**src/rtl/uart_pkg.sv**
```systemverilog
// uart_pkg: shared types and helpers for the UART controller slice.
// Optional feature macro used by this slice: UART_CTRL_TIMEOUT_EN.
package uart_pkg;

    // Transmit launch FSM states; encoding is visible on the debug port.
    typedef enum logic [1:0] {
        ST_IDLE      = 2'd0,
        ST_LAUNCH    = 2'd1,
        ST_WAIT_BUSY = 2'd2,
        ST_WAIT_DONE = 2'd3
    } tx_state_t;

    // Number of txclken ticks WAIT_BUSY tolerates before giving up.
    localparam int TX_TIMEOUT_TICKS = 4;

    // System clocks per receiver oversampling tick, truncated.
    function automatic int rx_div_f(input int clk_hz, input int baud, input int oversample);
        return clk_hz / (baud * oversample);
    endfunction

endpackage

```
**src/rtl/uart_baud_gen.sv**
```systemverilog
// uart_baud_gen: divides the system clock into the receiver's oversampling
// enable (rxclken) and the transmitter's bit enable (txclken). Both are
// registered one-cycle pulses; txclken coincides with every OVERSAMPLE-th
// rxclken.
module uart_baud_gen
    import uart_pkg::*;
#(
    parameter int CLK_HZ     = 18_432_000,
    parameter int BAUD       = 115_200,
    parameter int OVERSAMPLE = 16
) (
    input  logic clk,
    input  logic rst,
    output logic rxclken,
    output logic txclken
);

    localparam int RX_DIV = rx_div_f(CLK_HZ, BAUD, OVERSAMPLE);
    localparam int DIV_W  = (RX_DIV > 2) ? $clog2(RX_DIV) : 1;
    localparam logic [DIV_W-1:0] DIV_MAX = DIV_W'(RX_DIV - 1);
    localparam logic [3:0]       SUB_MAX = 4'(OVERSAMPLE - 1);

    // A divider below 2 cannot produce distinct enable pulses.
    generate
        if (RX_DIV < 2) begin : g_bad_div
            $error("uart_baud_gen: RX_DIV must be >= 2");
        end
        if (OVERSAMPLE < 1 || OVERSAMPLE > 16) begin : g_bad_os
            $error("uart_baud_gen: OVERSAMPLE must fit the 4-bit sub-counter");
        end
    endgenerate

    logic [DIV_W-1:0] r_div_cnt;
    logic [3:0]       r_sub_cnt;
    logic             r_rxclken;
    logic             r_txclken;
    logic             w_div_wrap;

    assign w_div_wrap = (r_div_cnt == DIV_MAX);

    // Divider and sub-counter; enables are registered from the wrap condition.
    always_ff @(posedge clk) begin
        if (rst) begin
            r_div_cnt <= '0;
            r_sub_cnt <= '0;
            r_rxclken <= 1'b0;
            r_txclken <= 1'b0;
        end else begin
            r_rxclken <= w_div_wrap;
            r_txclken <= w_div_wrap && (r_sub_cnt == SUB_MAX);
            if (w_div_wrap) begin
                r_div_cnt <= '0;
                r_sub_cnt <= (r_sub_cnt == SUB_MAX) ? 4'd0 : r_sub_cnt + 4'd1;
            end else begin
                r_div_cnt <= r_div_cnt + 1'b1;
            end
        end
    end

    assign rxclken = r_rxclken;
    assign txclken = r_txclken;

endmodule

```
**src/rtl/uart_ctrl.sv**
```systemverilog
// uart_ctrl: baud enables, round-robin arbitration of two byte requesters
// onto one transmitter, and a one-byte receive buffer with overrun flag.
// Optional feature macro: UART_CTRL_TIMEOUT_EN (launch timeout in WAIT_BUSY,
// reported on tx_err). Without it WAIT_BUSY waits forever and tx_err is 0.
//
// Handshakes: a requester holds req until it sees its one-cycle gnt and
// drops req in that gnt cycle; gnt and tx_start share the cycle after the
// accepting edge. The receive side presents a byte on dout while rdy is 1;
// the consumer pulses rdy_clr once it has taken it.
module uart_ctrl
    import uart_pkg::*;
#(
    parameter int CLK_HZ     = 18_432_000,
    parameter int BAUD       = 115_200,
    parameter int OVERSAMPLE = 16
) (
    input  logic       clk,
    input  logic       rst,
    output logic       rxclken,
    output logic       txclken,
    input  logic       req0,
    input  logic       req1,
    input  logic [7:0] data0,
    input  logic [7:0] data1,
    output logic       gnt0,
    output logic       gnt1,
    output logic       tx_start,
    output logic [7:0] tx_data,
    input  logic       tx_busy,
    output logic       tx_err,
    input  logic       rx_done,
    input  logic [7:0] rx_dout,
    output logic       rdy,
    input  logic       rdy_clr,
    output logic [7:0] dout,
    output logic       overrun,
    output logic [1:0] dbg_state
);

    uart_baud_gen #(
        .CLK_HZ    (CLK_HZ),
        .BAUD      (BAUD),
        .OVERSAMPLE(OVERSAMPLE)
    ) u_baud (
        .clk    (clk),
        .rst    (rst),
        .rxclken(rxclken),
        .txclken(txclken)
    );

    tx_state_t  r_state;
    logic       r_last;
    logic       r_gnt0;
    logic       r_gnt1;
    logic       r_tx_start;
    logic [7:0] r_tx_data;
    logic       w_pick1;
`ifdef UART_CTRL_TIMEOUT_EN
    logic [2:0] r_to_cnt;
    logic       r_tx_err;
`endif

    // Requester 1 wins when it is alone, or on a tie when 0 won last time.
    assign w_pick1 = req1 && (!req0 || !r_last);

    // Transmit launch FSM with registered grant/start/error pulses.
    always_ff @(posedge clk) begin
        if (rst) begin
            r_state    <= ST_IDLE;
            r_last     <= 1'b1;
            r_gnt0     <= 1'b0;
            r_gnt1     <= 1'b0;
            r_tx_start <= 1'b0;
            r_tx_data  <= 8'h00;
`ifdef UART_CTRL_TIMEOUT_EN
            r_to_cnt   <= 3'd0;
            r_tx_err   <= 1'b0;
`endif
        end else begin
            r_gnt0     <= 1'b0;
            r_gnt1     <= 1'b0;
            r_tx_start <= 1'b0;
`ifdef UART_CTRL_TIMEOUT_EN
            r_tx_err   <= 1'b0;
`endif
            case (r_state)
                ST_IDLE: begin
                    if ((req0 || req1) && !tx_busy) begin
                        r_tx_data  <= w_pick1 ? data1 : data0;
                        r_gnt0     <= !w_pick1;
                        r_gnt1     <= w_pick1;
                        r_tx_start <= 1'b1;
                        r_last     <= w_pick1;
                        r_state    <= ST_LAUNCH;
                    end
                end
                ST_LAUNCH: begin
`ifdef UART_CTRL_TIMEOUT_EN
                    r_to_cnt <= 3'd0;
`endif
                    r_state  <= ST_WAIT_BUSY;
                end
                ST_WAIT_BUSY: begin
                    if (tx_busy) begin
                        r_state <= ST_WAIT_DONE;
                    end
`ifdef UART_CTRL_TIMEOUT_EN
                    else if (txclken) begin
                        if (r_to_cnt == 3'(TX_TIMEOUT_TICKS - 1)) begin
                            r_tx_err <= 1'b1;
                            r_state  <= ST_IDLE;
                        end else begin
                            r_to_cnt <= r_to_cnt + 3'd1;
                        end
                    end
`endif
                end
                ST_WAIT_DONE: begin
                    if (!tx_busy) begin
                        r_state <= ST_IDLE;
                    end
                end
                default: r_state <= ST_IDLE;
            endcase
        end
    end

    assign gnt0      = r_gnt0;
    assign gnt1      = r_gnt1;
    assign tx_start  = r_tx_start;
    assign tx_data   = r_tx_data;
    assign dbg_state = r_state;
`ifdef UART_CTRL_TIMEOUT_EN
    assign tx_err    = r_tx_err;
`else
    assign tx_err    = 1'b0;
`endif

    logic       r_rdy;
    logic       r_overrun;
    logic [7:0] r_dout;

    // One-byte receive buffer; a byte arriving while full is dropped unless
    // the consumer clears in the same cycle.
    always_ff @(posedge clk) begin
        if (rst) begin
            r_rdy     <= 1'b0;
            r_overrun <= 1'b0;
            r_dout    <= 8'h00;
        end else if (rx_done) begin
            if (!r_rdy || rdy_clr) begin
                r_dout <= rx_dout;
                r_rdy  <= 1'b1;
                if (rdy_clr) begin
                    r_overrun <= 1'b0;
                end
            end else begin
                r_overrun <= 1'b1;
            end
        end else if (rdy_clr) begin
            r_rdy     <= 1'b0;
            r_overrun <= 1'b0;
        end
    end

    assign rdy     = r_rdy;
    assign overrun = r_overrun;
    assign dout    = r_dout;

endmodule

```
**config.mk**
```make
export PLATFORM = sky130hd
export DESIGN_NAME = uart_ctrl
export DESIGN_NICKNAME = d
export VERILOG_FILES = /design/src/rtl/uart_pkg.sv /design/src/rtl/uart_baud_gen.sv /design/src/rtl/uart_ctrl.sv
export SDC_FILE = /design/constraint.sdc
export NUM_CORES = 1
export LEC_CHECK = 0
export ABC_AREA = 1
export BUFFER_PORTS_ARGS = -buffer_cell sky130_fd_sc_hd__buf_4
export CORE_UTILIZATION = 48
export CTS_CLUSTER_DIAMETER = 150
export CTS_CLUSTER_SIZE = 28
export DETAILED_ROUTE_END_ITERATION = 8
export PLACE_DENSITY = 0.86
export SLEW_MARGIN = 20
export SYNTH_ARGS = -nofsm -noshare
export SYNTH_HDL_FRONTEND = slang
export SYNTH_SLANG_ARGS = --single-unit
export TNS_END_PERCENT = 30
```
**constraint.sdc**
```tcl
create_clock -name clk -period 1.8 [get_ports clk]
set_clock_uncertainty 0.2 [all_clocks]
set_input_delay 0.27 -clock clk [delete_from_list [all_inputs] [get_ports clk]]
set_output_delay 0.27 -clock clk [all_outputs]
set_load 0.05 [all_outputs]
```
==> results.cfg <==
[cells_and_area]
fill_cells = 264
drive_above_1_share_pct = 28.4
diodes = 0
fin_nets = 321
multiInputGateArea_um2 = 721
final_core_util_pct = 69.5
regArea_um2 = 681
final_area_um2 = 2140
syn_to_final_growth_pct = 36.3

[die]
start_util_pct = 51.0
coreArea_um2 = 3080
row_count = 20
dieArea_um2 = 3500
dieWidth_um = 59.2
die_y_um = 59.2
io-pin-count = 57

[detailed_routing]
wl_per_cell_um = 9.25
vias = 1446
drt_iter0_drc = 52
routed_via_density = 4.40
wl_um = 3040
firstDrtPassIters = 4
ant_nets = 0
drc = 0

[pwr]
switchingPower_uw = 894
ir_worst_vdd_uv = 746
sw_frac_of_total_pct = 40.0
internal_power_mw = 1.34
p_seq_share_pct = 40.5
leakage_nw = 1.12
power_density_nw_per_um2 = 1040
p_clk_share_pct = 19.1
comb_power_share_pct = 40.4

[critical_path]
crit_slowest_cell = dfxtp_1
critPathKind = reg2reg
crit_top_cell = nand2_1
cp-start-kind = register
critPathMaxStageDelay_ps = 340
cp_max_fo = 11
required_ps = 1830
crit_path_cell_trace = inv_1 -> ha_1 -> nand2_1 -> nor2_2 -> nand2_1 -> nand2_1 -> inv_1
r2r_cells = 7
cp.depth = 7
endpoint_kind = register
cp.arrival_ps = 1620
critical-path-top-delay-family = simple AND/OR/NAND/NOR gates
cp.buffers_inverters = 2

[clock_network]
clk_pin_slew_ps = 100
postCtsSetupBuffers = 0
clockBufferDepth = 2
numCtsBuffers = 5
clk_latency_ps = 320
cts_tree = built
cts_max_level = 2
cts-root-buf = clkbuf_4
ctsHoldBuffers = 9
cts.repair.resized = 0
numClockSinks = 34

[timing]
setup-tns-final_ps = 0
setup_ws_ps = 212
fmax_mhz = 630
final_max_slew_viol_count = 0
hold_viol = 0
period_share_pct = 88.2
fin_crit_ps = 1590
fin_hold_ws_ps = 19.1
rsz0062_at_grt = false
finalSetupViolCount = 0

[global_routing]
track_usage_pct = 19.1
grt_pass1_wl_um = 5010
antenna_found_initial = 0
grt_max_degree = 25
overflow = 0
first_global_vias = 1256

[synth]
synth_top_area_share_pct = 43.4
yosys-top-cells-area = dfxtp_1 43%, nand2_1 13%, nor2_1 9.8%, inv_1 6.5%, ha_1 4.8%
yosys.area.top_type = dfxtp_1
synth_seq_cells = 34
synthesis.nets = 255
netlist_area_um2 = 1570
syn_inst = 218
syn_area_per_cell_um2 = 7.20
ys_types = 27
yosys_warnings = 0
synth_seq_area_share_pct = 43.4

[placement]
placed_cell_area_um2 = 1990
portBuffers = 55
post-dp-hpwl_um = 2280
gp_congestion = 0.799
post-place-ws_ps = 220

[run_status]
status = completed

[min_path]
whs_path_depth = 3
hold_path.class = in2reg

[job]
cap_viol_max_count = 0
==> worst reg2reg max path, stage by stage, from the launching register on <==
cell	delay [ps]
dfxtp_1	340
inv_1	100
ha_1	210
nand2_1	250
nor2_2	200
nand2_1	90
nand2_1	60
inv_1	40
==> state kept, by name (all words and copies together) (netlist names) <==
name and cells:
tx_start 1, u_baud.txclken 1, u_baud.r_div_cnt 4, dout 8, r_last 1, gnt1 1, u_baud.r_sub_cnt 4, dbg_state 2
overrun 1, tx_data 8, gnt0 1, u_baud.rxclken 1, rdy 1
==> layout make-up <==
cell class,instances,share of cell area (%)
Multi-Input combinational cell,148,33.7
Inverter,31,5.56
Tap cell,44,2.57
Clock buffer,7,2.57
Clock inverter,1,0.234
Timing Repair Buffer,64,23.5
Sequential cell,34,31.8
==> power by group through the flow <==
stage | Clock [mW] | Combinational (mW) | Sequential, mW
global placement | 0 | 0.875 | 0.915
finish | 0.427 | 0.903 | 0.904
detailed placement | 0 | 0.888 | 0.921
CTS | 0.443 | 0.907 | 0.904
global route | 0.482 | 0.990 | 0.915
floorplan | 0 | 0.390 | 1.19
==> metrics by stage <==
step	total power [mW]	instances
after floorplan	1.58	218
after global placement	1.79	312
after detailed placement	1.81	312
after CTS	2.25	329
after global routing	2.39	329
final	2.23	329
==> cell families after synthesis <==
| kind of cell | synth area share (%) |
|---|---|
| other cells | 0.239 |
| fa+ha+maj | 4.78 |
| buf+inv | 10.7 |
| flops | 43.4 |
| xor+xnor | 1.12 |
| compound gates | 5.02 |
| simple gates | 34.8 |
==> placed cells by master, fill, tap and decap left out, types with 2 or more instances in the layout <==
cell | Yosys | layout
o21ai_1 | 8 | 8
dfxtp_1 | 34 | 34
inv_1 | 27 | 27
nand3_1 | 6 | 6
clkbuf_4 | 0 | 5
nor2_2 | 8 | 8
nor2_1 | 41 | 41
a21oi_1 | 5 | 5
xnor2_1 | 2 | 2
nand2_1 | 56 | 56
ha_1 | 6 | 6
nand4_1 | 2 | 2
buf_4 | 1 | 55
nand3b_1 | 2 | 2
dlygate4sd3_1 | 0 | 9
nand2_2 | 4 | 4
inv_2 | 3 | 3
==> cell usage after synthesis (all sizes together) <==
cell / count
inv: 31
xnor2: 2
nand4: 2
nor2: 51
dfxtp: 34
nand3b: 2
conb: 1
and2: 1
nand3: 6
nor3: 1
a21oi: 5
or2: 1
o21ai: 10
buf: 5
ha: 6
nand2: 60
==> path summary, 6_finish.rpt <==
| path | start | end | slack (ps) |
|---|---|---|---|
| max | dbg_state[0] | r_last | 210 |
| min | rx_done | rdy | 20 |
| max reg2reg | dbg_state[0] | r_last | 210 |
| min reg2reg | u_baud.r_div_cnt[0] | u_baud.r_div_cnt[0] | 280 |
==> layer usage <==
layer | global-route usage, % | up-vias | wire length, um | part of all wire [%]
met3 | 6.77 | 4 | 212 | 7.0
met4 | 6.12 | 0 | 24 | 0.79
met5 | 0 | - | 0 | 0
li1 | - | 784 | - | -
met1 | 23.7 | 609 | 1400 | 46
met2 | 31.2 | 49 | 1400 | 46
Note: power is estimated with default switching activity, not from simulation.
